### config.mk
export PLATFORM = sky130hd
export DESIGN_NAME = hpdcache_beat_serializer
export DESIGN_NICKNAME = d
export VERILOG_FILES = /design/src/rtl/hpdcache_pkg.sv /design/src/rtl/hpdcache_mux.sv /design/src/rtl/hpdcache_beat_serializer.sv
export SDC_FILE = /design/constraint.sdc
export NUM_CORES = 1
export LEC_CHECK = 0
export ABC_AREA = 1
export CORE_ASPECT_RATIO = 1.4
export CORE_MARGIN = 2
export CORE_UTILIZATION = 46
export CTS_CLUSTER_DIAMETER = 50
export DETAILED_ROUTE_END_ITERATION = 6
export PLACE_DENSITY_LB_ADDON = 0.05
export SLEW_MARGIN = 10
export SYNTH_ARGS = -nofsm -noshare
export SYNTH_HDL_FRONTEND = slang
export SYNTH_HIERARCHICAL = 1
export SYNTH_SLANG_ARGS = --single-unit
### constraint.sdc
create_clock -name clk_i -period 1.4 [get_ports clk_i]
set_input_delay 0.35 -clock clk_i [delete_from_list [all_inputs] [get_ports clk_i]]
set_output_delay 0.35 -clock clk_i [all_outputs]
set_load 0.02 [all_outputs]
### src/rtl/hpdcache_pkg.sv
// Shared HPDcache types.
// Serializer beat-count type used by producers that build wlen_i.
package hpdcache_pkg;

    localparam int unsigned HPDCACHE_SER_RATIO = 4;

    typedef logic [$clog2(HPDCACHE_SER_RATIO)-1:0] hpdcache_ser_len_t;

endpackage

### src/rtl/hpdcache_mux.sv
// Generic N-input multiplexer with a binary select.
// Used for beat selection out of a latched wide word.
module hpdcache_mux #(
    parameter int unsigned N_INPUTS   = 2,
    parameter int unsigned DATA_WIDTH = 1,
    localparam int unsigned SEL_WIDTH = (N_INPUTS > 1) ? $clog2(N_INPUTS) : 1
) (
    input  logic [SEL_WIDTH-1:0]                 sel_i,
    input  logic [N_INPUTS-1:0][DATA_WIDTH-1:0]  data_i,
    output logic [DATA_WIDTH-1:0]                data_o
);

    assign data_o = data_i[sel_i];

endmodule

### src/rtl/hpdcache_beat_serializer.sv
// Wide-to-narrow beat serializer: one wide word in (w/wok),
// a sequence of narrow beats with a last flag out (r/rok).
module hpdcache_beat_serializer
    import hpdcache_pkg::*;
#(
    parameter int unsigned NARROW_WIDTH = 64,
    parameter int unsigned RATIO        = 4,
    localparam int unsigned LEN_WIDTH   = $clog2(RATIO)
) (
    input  logic                          clk_i,
    input  logic                          rst_ni,
    input  logic                          w_i,
    output logic                          wok_o,
    input  logic [NARROW_WIDTH*RATIO-1:0] wdata_i,
    input  logic [LEN_WIDTH-1:0]          wlen_i,
    input  logic                          r_i,
    output logic                          rok_o,
    output logic [NARROW_WIDTH-1:0]       rdata_o,
    output logic                          rlast_o
);

    typedef enum logic {IDLE, BUSY} state_e;

    state_e                               r_state;
    state_e                               w_state_d;
    logic [LEN_WIDTH-1:0]                 r_cnt;
    logic [LEN_WIDTH-1:0]                 w_cnt_d;
    logic [LEN_WIDTH-1:0]                 r_len;
    logic [RATIO-1:0][NARROW_WIDTH-1:0]   r_data;
    logic [NARROW_WIDTH-1:0]              w_beat;
    logic                                 w_busy;
    logic                                 w_last;
    logic                                 w_wok;
    logic                                 w_load;

    assign w_busy = (r_state == BUSY);
    assign w_last = w_busy && (r_cnt == r_len);
    // wok depends on r_i so a new word can follow the last beat without a bubble
    assign w_wok  = !w_busy || (w_last && r_i);
    assign w_load = w_i && w_wok;

    always_comb begin
        w_state_d = r_state;
        w_cnt_d   = r_cnt;
        unique case (r_state)
            IDLE: begin
                if (w_load) begin
                    w_state_d = BUSY;
                    w_cnt_d   = '0;
                end
            end
            BUSY: begin
                if (r_i) begin
                    if (!w_last) begin
                        w_cnt_d = r_cnt + 1'b1;
                    end else if (w_i) begin
                        w_cnt_d = '0;
                    end else begin
                        w_state_d = IDLE;
                    end
                end
            end
            default: w_state_d = IDLE;
        endcase
    end

    always_ff @(posedge clk_i or negedge rst_ni) begin
        if (!rst_ni) begin
            r_state <= IDLE;
            r_cnt   <= '0;
            r_len   <= '0;
            r_data  <= '0;
        end else begin
            r_state <= w_state_d;
            r_cnt   <= w_cnt_d;
            if (w_load) begin
                r_data <= wdata_i;
                r_len  <= wlen_i;
            end
        end
    end

    hpdcache_mux #(
        .N_INPUTS   (RATIO),
        .DATA_WIDTH (NARROW_WIDTH)
    ) i_beat_mux (
        .sel_i  (r_cnt),
        .data_i (r_data),
        .data_o (w_beat)
    );

    assign wok_o   = w_wok;
    assign rok_o   = w_busy;
    assign rlast_o = w_last;
    assign rdata_o = w_busy ? w_beat : '0;

`ifndef SYNTHESIS
    a_wlen_known: assert property (
        @(posedge clk_i) disable iff (!rst_ni)
        w_i |-> !$isunknown(wlen_i));

    a_hold: assert property (
        @(posedge clk_i) disable iff (!rst_ni)
        (rok_o && !r_i) |=> ($stable(rdata_o) && $stable(rlast_o)));
`endif

endmodule

==> results of run 1 <==
power breakdown:
group          switching (mW)  total, mW  leakage (nW)  internal, mW
combinational            19.6       36.0          7.96          16.4
clock                    3.28       8.02         0.499          4.73
sequential               2.14       13.2          3.26          11.1
total                    25.0       57.2          11.7          32.2
area by class of cell:
cell class | instances | area (um^2) | area share
Inverter | 328 | 1240 | 0.0572
Timing Repair Buffer | 507 | 6170 | 0.284
Antenna cell | 1 | 2.50 | 0.000115
Tap cell | 390 | 488 | 0.0224
Sequential cell | 261 | 6540 | 0.301
Clock inverter | 13 | 136 | 0.00627
Clock buffer | 41 | 873 | 0.0402
Multi-Input combinational cell | 1311 | 6280 | 0.289
worst reg2reg max path: cells and delay by family, from the launching register on:
kind          cells  cell delay [ns]
xor+xnor          1             0.16
flops             1             0.57
simple gates      5             0.45
buf+inv           6             0.94
how the worst min path moves through the flow:
stage	to	slack [ns]
6_report	r_data[118]$_DFFE_PN0P_	0.13
3_5_place_dp	r_data[17]$_DFFE_PN0P_	0.22
5_1_grt	r_data[191]$_DFFE_PN0P_	0.14
4_1_cts	r_data[118]$_DFFE_PN0P_	0.11
3_3_place_gp	r_data[18]$_DFFE_PN0P_	0.22
2_1_floorplan	r_cnt[0]$_DFFE_PN0P_	0.05
logic make-up after synthesis:
kind of cell              count (synthesis)  share of synthesized area
and+or+nand+nor                        1307                      0.400
AOI/OAI and AO/OA                         2                   0.000698
DFF                                     261                      0.455
xor gates and xnor gates                  2                    0.00175
buffers and inverters                   490                      0.142
sequential cells by signal, summed over array words and instances, names as in the netlist:
register and count:
r_cnt 2, r_data 256, r_len 2, rok_o 1
metal layers:
layer	global-route usage	up-vias	wire [um]
li1	-	7188	-
met1	0.362	7360	20300
met2	0.500	777	26800
met3	0.0373	175	4220
met4	0.147	0	2770
met5	0	-	0
placed cells by master, fill, tap and decap left out, types with 3 or more instances in the layout:
master,instances
nand2_1,812
buf_6,45
nand3_2,19
buf_4,92
dfrtp_1,258
clkdlybuf4s50_1,259
clkbuf_8,7
clkbuf_16,58
buf_16,18
inv_2,65
clkinv_2,5
nand3_1,111
clkinv_4,3
nand4_1,259
buf_2,4
nand2_4,20
inv_1,262
buf_8,6
clkbuf_1,4
buf_12,51
nand3_4,3
nand2_2,79
repair_timing:
action,CTS,global route
buffers inserted,11,18
gates cloned,11,37
gates resized for setup,315,244
pin swaps,3,61
hold endpoints to repair,144,0
hold buffers,1,0
setup endpoints to repair,328,328
synthesized netlist by cell type:
master    count
nand2_4       1
buf_6         1
clkbuf_1     49
nand2_2       1
inv_1       326
nand3_2       1
o21ai_0       2
nand2_1     911
nand4_1     259
dfrtp_1     261
nor2_1        2
buf_4        24
xor2_1        1
xnor2_2       1
nand3_1     132
inv_2         2
buf_1         7
buf_2        81
stage by stage:
stage          setup slack [ns]  utilization  TNS [ns]
5_1_grt                   -1.01        0.708   -277.26
4_1_cts                   -1.02        0.657   -285.34
6_report                 -0.967        0.708   -252.68
3_5_place_dp             -0.736        0.610   -184.25
3_3_place_gp             -0.733        0.610   -180.81
2_1_floorplan           -0.0685            -     -9.49
==> results.toml, run 1 <==
[logic_synthesis]
syn-num-nets = 2324
ys_warn_count = 6
synth_top_area_frac = 0.455
synth.area.top_cells = "dfrtp_1, nand2_1, nand4_1"
ys_seq_area_frac = 0.455
syn_area_per_cell_um2 = 6.95
ys_types = 18
synth_area_leader_cell = "dfrtp_1"
syn_area_mm2 = 0.0143
synthCells = 2062
synth_seq_cells = 261

[setup_path]
cp_slowest_cell = "dfrtp_4"
crit_buf_inv = 4
crit_type = "reg2out"
crit_arrival_ns = 2.02
required_ns = 1.05
r2r_slack_ns = -0.86
r2r.worst_path.cells = 12
worstReg2RegEnd = "r_data[213]$_DFFE_PN0P_"
endpoint_kind = "output pin"
crit_cells = 8
cp_common_cell = "nand2_1"
r2r-start = "r_cnt[0]$_DFFE_PN0P_"
path_delay_family = "buffers and inverters"
start_kind = "flip-flop"
endpoint = "rdata_o[5]"
critPathMaxStageDelay_ns = 0.54
critPathMaxFanout = 22
path_cells = "clkinv_8 -> buf_12 -> nand2_1 -> nand3_1 -> nand2_1 -> nand2_1 -> inv_2 -> clkdlybuf4s15_2"
crit_path_start = "r_cnt[0]$_DFFE_PN0P_"

[finish]
design_area_mm2 = 0.0217
fillers = 2466
final_cells = 2852
area_delta_synth_final_pct = 51.6
layout-drive-gt1-share = 0.200
nets = 2701

[placement]
io_buffer_count = 328
gp_congestion = 0.873
dpl-instance-area_mm2 = 0.0187
dpl.cell_count = 2723
hpwl_um = 30900

[clock_tree]
clock_path_buffers = 3
numCtsBuffers = 30
clk_pin_slew_ns = 0.06
clock_latency_ns = 0.56
cts_tree = "done"
cts_num_sinks = 261
clockRootBuffer = "clkbuf_16"
htree_levels = 1

[route]
drt-pass1-iter-count = 6
vias = 15500
first_iter_violations = 1122
viasPerCell = 5.43
wirelength_um = 54000
remaining_drc_errors = 0
wire_per_inst_um = 18.9
detail-route-antenna-nets = 0

[floorplanning]
dieArea_mm2 = 0.0326
die_y_um = 213
die_w_um = 153
row_count = 76
start_util = 0.467
coreArea_mm2 = 0.0307
io_pins = 329

[grt]
grt_start_max_net_pins = 71
grt_pass1_vias = 14800
overflow = 0
antenna_found_initial = 2
grt_pass1_wl_um = 76000
grt_usage = 0.291

[sta]
max_freq_mhz = 423
slew_headroom = 0.758
worst_pin_slew_ns = 0.363
rsz0062_at_grt = "yes"
slew_viol_final = 0
finalHoldViolCount = 0
skew_ns = 0.0138
whs_ns = 0.129
setup_viol = 328
final.setup.worst_slack_ns = -0.967
min_period_ns = 2.37
final.period_utilization = 1.69

[run]
drv_cap = 0

[run_status]
violations = "setup timing"
outcome = "finished with violations"

[power]
power_mw = 57.2
ir_worst_vdd_v = 0.00148
cellLeakagePower_nw = 11.7
power_density_mw_per_mm2 = 2630

[worst_hold_path]
holdPathStages = 3
min_path_type = "in2reg"
hold_path.startpoint = "w_i"
No activity file was read; power rests on OpenSTA's default activity.
==> run 2, diff against run 1 <==
--- a/config.mk
+++ b/config.mk
@@ -17,3 +17,4 @@
 export SYNTH_HDL_FRONTEND = slang
 export SYNTH_HIERARCHICAL = 1
 export SYNTH_SLANG_ARGS = --single-unit
+export TNS_END_PERCENT = 30
==> run 2 against run 1 <==
  * The run still ends with setup timing left
  * Core utilization fell by 3.7 points
  * Total power fell by 11%
  * Via count fell by 4.5%
  * Final area fell by 5.2%
  * First-iteration DRC count fell by 8.5%
  * Largest cell class unchanged
==> results.toml, run 2 (synthesis results as in run 1) <==
[run_status]
outcome = "finished with violations"
violations = "setup timing"

[finish]
layout_commonest_cell = "nand2_1"
area_delta_synth_final_pct = 43.6
nets = 2688
diodes = 0
top_regs = "r_data: 256 flops, r_cnt: 2 flops, r_len: 2 flops"
largest_reg_flops = 256
final_cells = 2839
regMostFlops = "r_data"
utilization = 0.671
layout-drive-gt1-share = 0.160
mostFrequentLayoutCells = "nand2_1, inv_1, nand4_1, clkdlybuf4s50_1, dfrtp_1"

[setup_path]
required_ns = 1.05
cp_slowest_cell = "dfrtp_4"
crit_arrival_ns = 2.03
r2r.worst_path.cells = 12
start_kind = "flip-flop"
crit_type = "reg2out"
endpoint_kind = "output pin"
path_cells = "buf_12 -> clkinv_16 -> buf_4 -> clkbuf_16 -> nand2_1 -> nand3_1 -> nand2_1 -> nand2_2 -> inv_2 -> buf_4"
critPathMaxStageDelay_ns = 0.49
critPathMaxFanout = 8

[sta]
tns_ns = -216.75
final.period_utilization = 1.70
slew_viol_final = 0
min_period_ns = 2.38
slew_headroom = 0.709
skew_ns = 0.0181
worst_pin_slew_ns = 0.436
whs_ns = 0.111
final.setup.worst_slack_ns = -0.984
rsz0062_at_grt = "yes"
finalHoldViolCount = 0
setup_viol = 328
max_freq_mhz = 419

[route]
m1WireLength_um = 19100
met2WireLength_um = 23900
vias = 14800
drt-pass1-iter-count = 5
viasPerCell = 5.21
detail-route-antenna-nets = 0
top_layer_used = "met4"
met3WireLength_um = 2670
remaining_drc_errors = 0
wirelength_um = 47900
first_iter_violations = 1027
wire_per_inst_um = 16.9

[placement]
dpl.cell_count = 2756
io_buffer_count = 328
gp_congestion = 0.866
hpwl_um = 32700

[clock_tree]
htree_levels = 1
clock_latency_ns = 0.57
clock_path_buffers = 3
cts_num_sinks = 261
clk_pin_slew_ns = 0.06
cts_tree = "done"
numCtsBuffers = 31
clockRootBuffer = "clkbuf_16"

[run]
drv_cap = 0

[grt]
grt_start_max_net_pins = 79
grt_pass1_vias = 14400
grt_pass1_wl_um = 73000
overflow = 0
antenna_found_initial = 0
grt_usage = 0.278

[floorplanning]
die_y_um = 213
coreArea_mm2 = 0.0307
row_count = 76
start_util = 0.467
io_pins = 329
dieArea_mm2 = 0.0326
die_w_um = 153

[worst_hold_path]
holdPathStages = 3
min_path_type = "in2reg"

[power]
cellLeakagePower_nw = 11.3
power_density_mw_per_mm2 = 2470
ir_worst_vdd_v = 0.00134
## run 2: cell count changes in the layout (fill, tap and decap cells not counted), moves of 4 or more
cell	delta
nand2_4	-17
buf_12	-4
clkbuf_16	-20
buf_6	-23
clkinvlp_4	+5
nand3_1	+5
nand2_2	-65
buf_16	-12
nand2_1	+82
buf_4	+42
## run 2: worst max-delay path: cells and delay by family, from the launching register on
kind / cells / cell delay, ns
buffers and inverters: 6 / 0.69
DFF: 1 / 0.49
and+or+nand+nor: 4 / 0.27
## run 2: metal layers
metal / GRT usage / up-vias
met2: 0.490 / 514
li1: - / 7157
met4: 0.132 / 0
met1: 0.344 / 7005
met3: 0.0282 / 122
met5: 0 / -
## run 2: report_power, final
part           switching [mW]  internal, mW
clock                    3.32          4.85
sequential               1.88          11.1
combinational            17.2          12.4
total                    22.4          28.4
## run 2: per-stage QoR
stage                     power, mW  area [um^2]  setup WS [ns]
after floorplan                29.3        14400        -0.0685
after global placement         40.1        19000         -0.767
after detailed placement       40.6        19000         -0.793
after CTS                      48.2        20000          -1.09
after global routing           54.7        20600          -1.05
final                          50.8        20600         -0.984
## run 2: final cells by class
cell class | count | area, um^2
flip-flops and latches | 261 | 6540
inverters | 328 | 1260
clock buffers | 40 | 850
repair buffers | 492 | 5290
fillers | 2693 | 10100
well taps | 390 | 488
multi-input cells | 1311 | 5970
clock inverters | 16 | 189
repair inverters | 1 | 11.3
## run 2: repair_timing
item,CTS,global route
cloned,1,11
buffers inserted,0,14
hold endpoints to repair,199,0
endpoints found under the setup margin,328,328
gates resized for setup,238,170
hold buffers,1,0
pin swaps,0,8
## run 2: worst paths after layout
path                                         start                      end  slack (ns)
max                           r_cnt[0]$_DFFE_PN0P_              rdata_o[63]       -0.98
min                                            w_i   r_data[56]$_DFFE_PN0P_        0.11
max reg2reg                   r_cnt[0]$_DFFE_PN0P_   r_data[79]$_DFFE_PN0P_       -0.71
min reg2reg                r_data[177]$_DFFE_PN0P_  r_data[177]$_DFFE_PN0P_        0.47
max in group asynchronous                   rst_ni   r_data[39]$_DFFE_PN0P_        0.53
min in group asynchronous                   rst_ni   r_data[30]$_DFFE_PN0P_        0.18
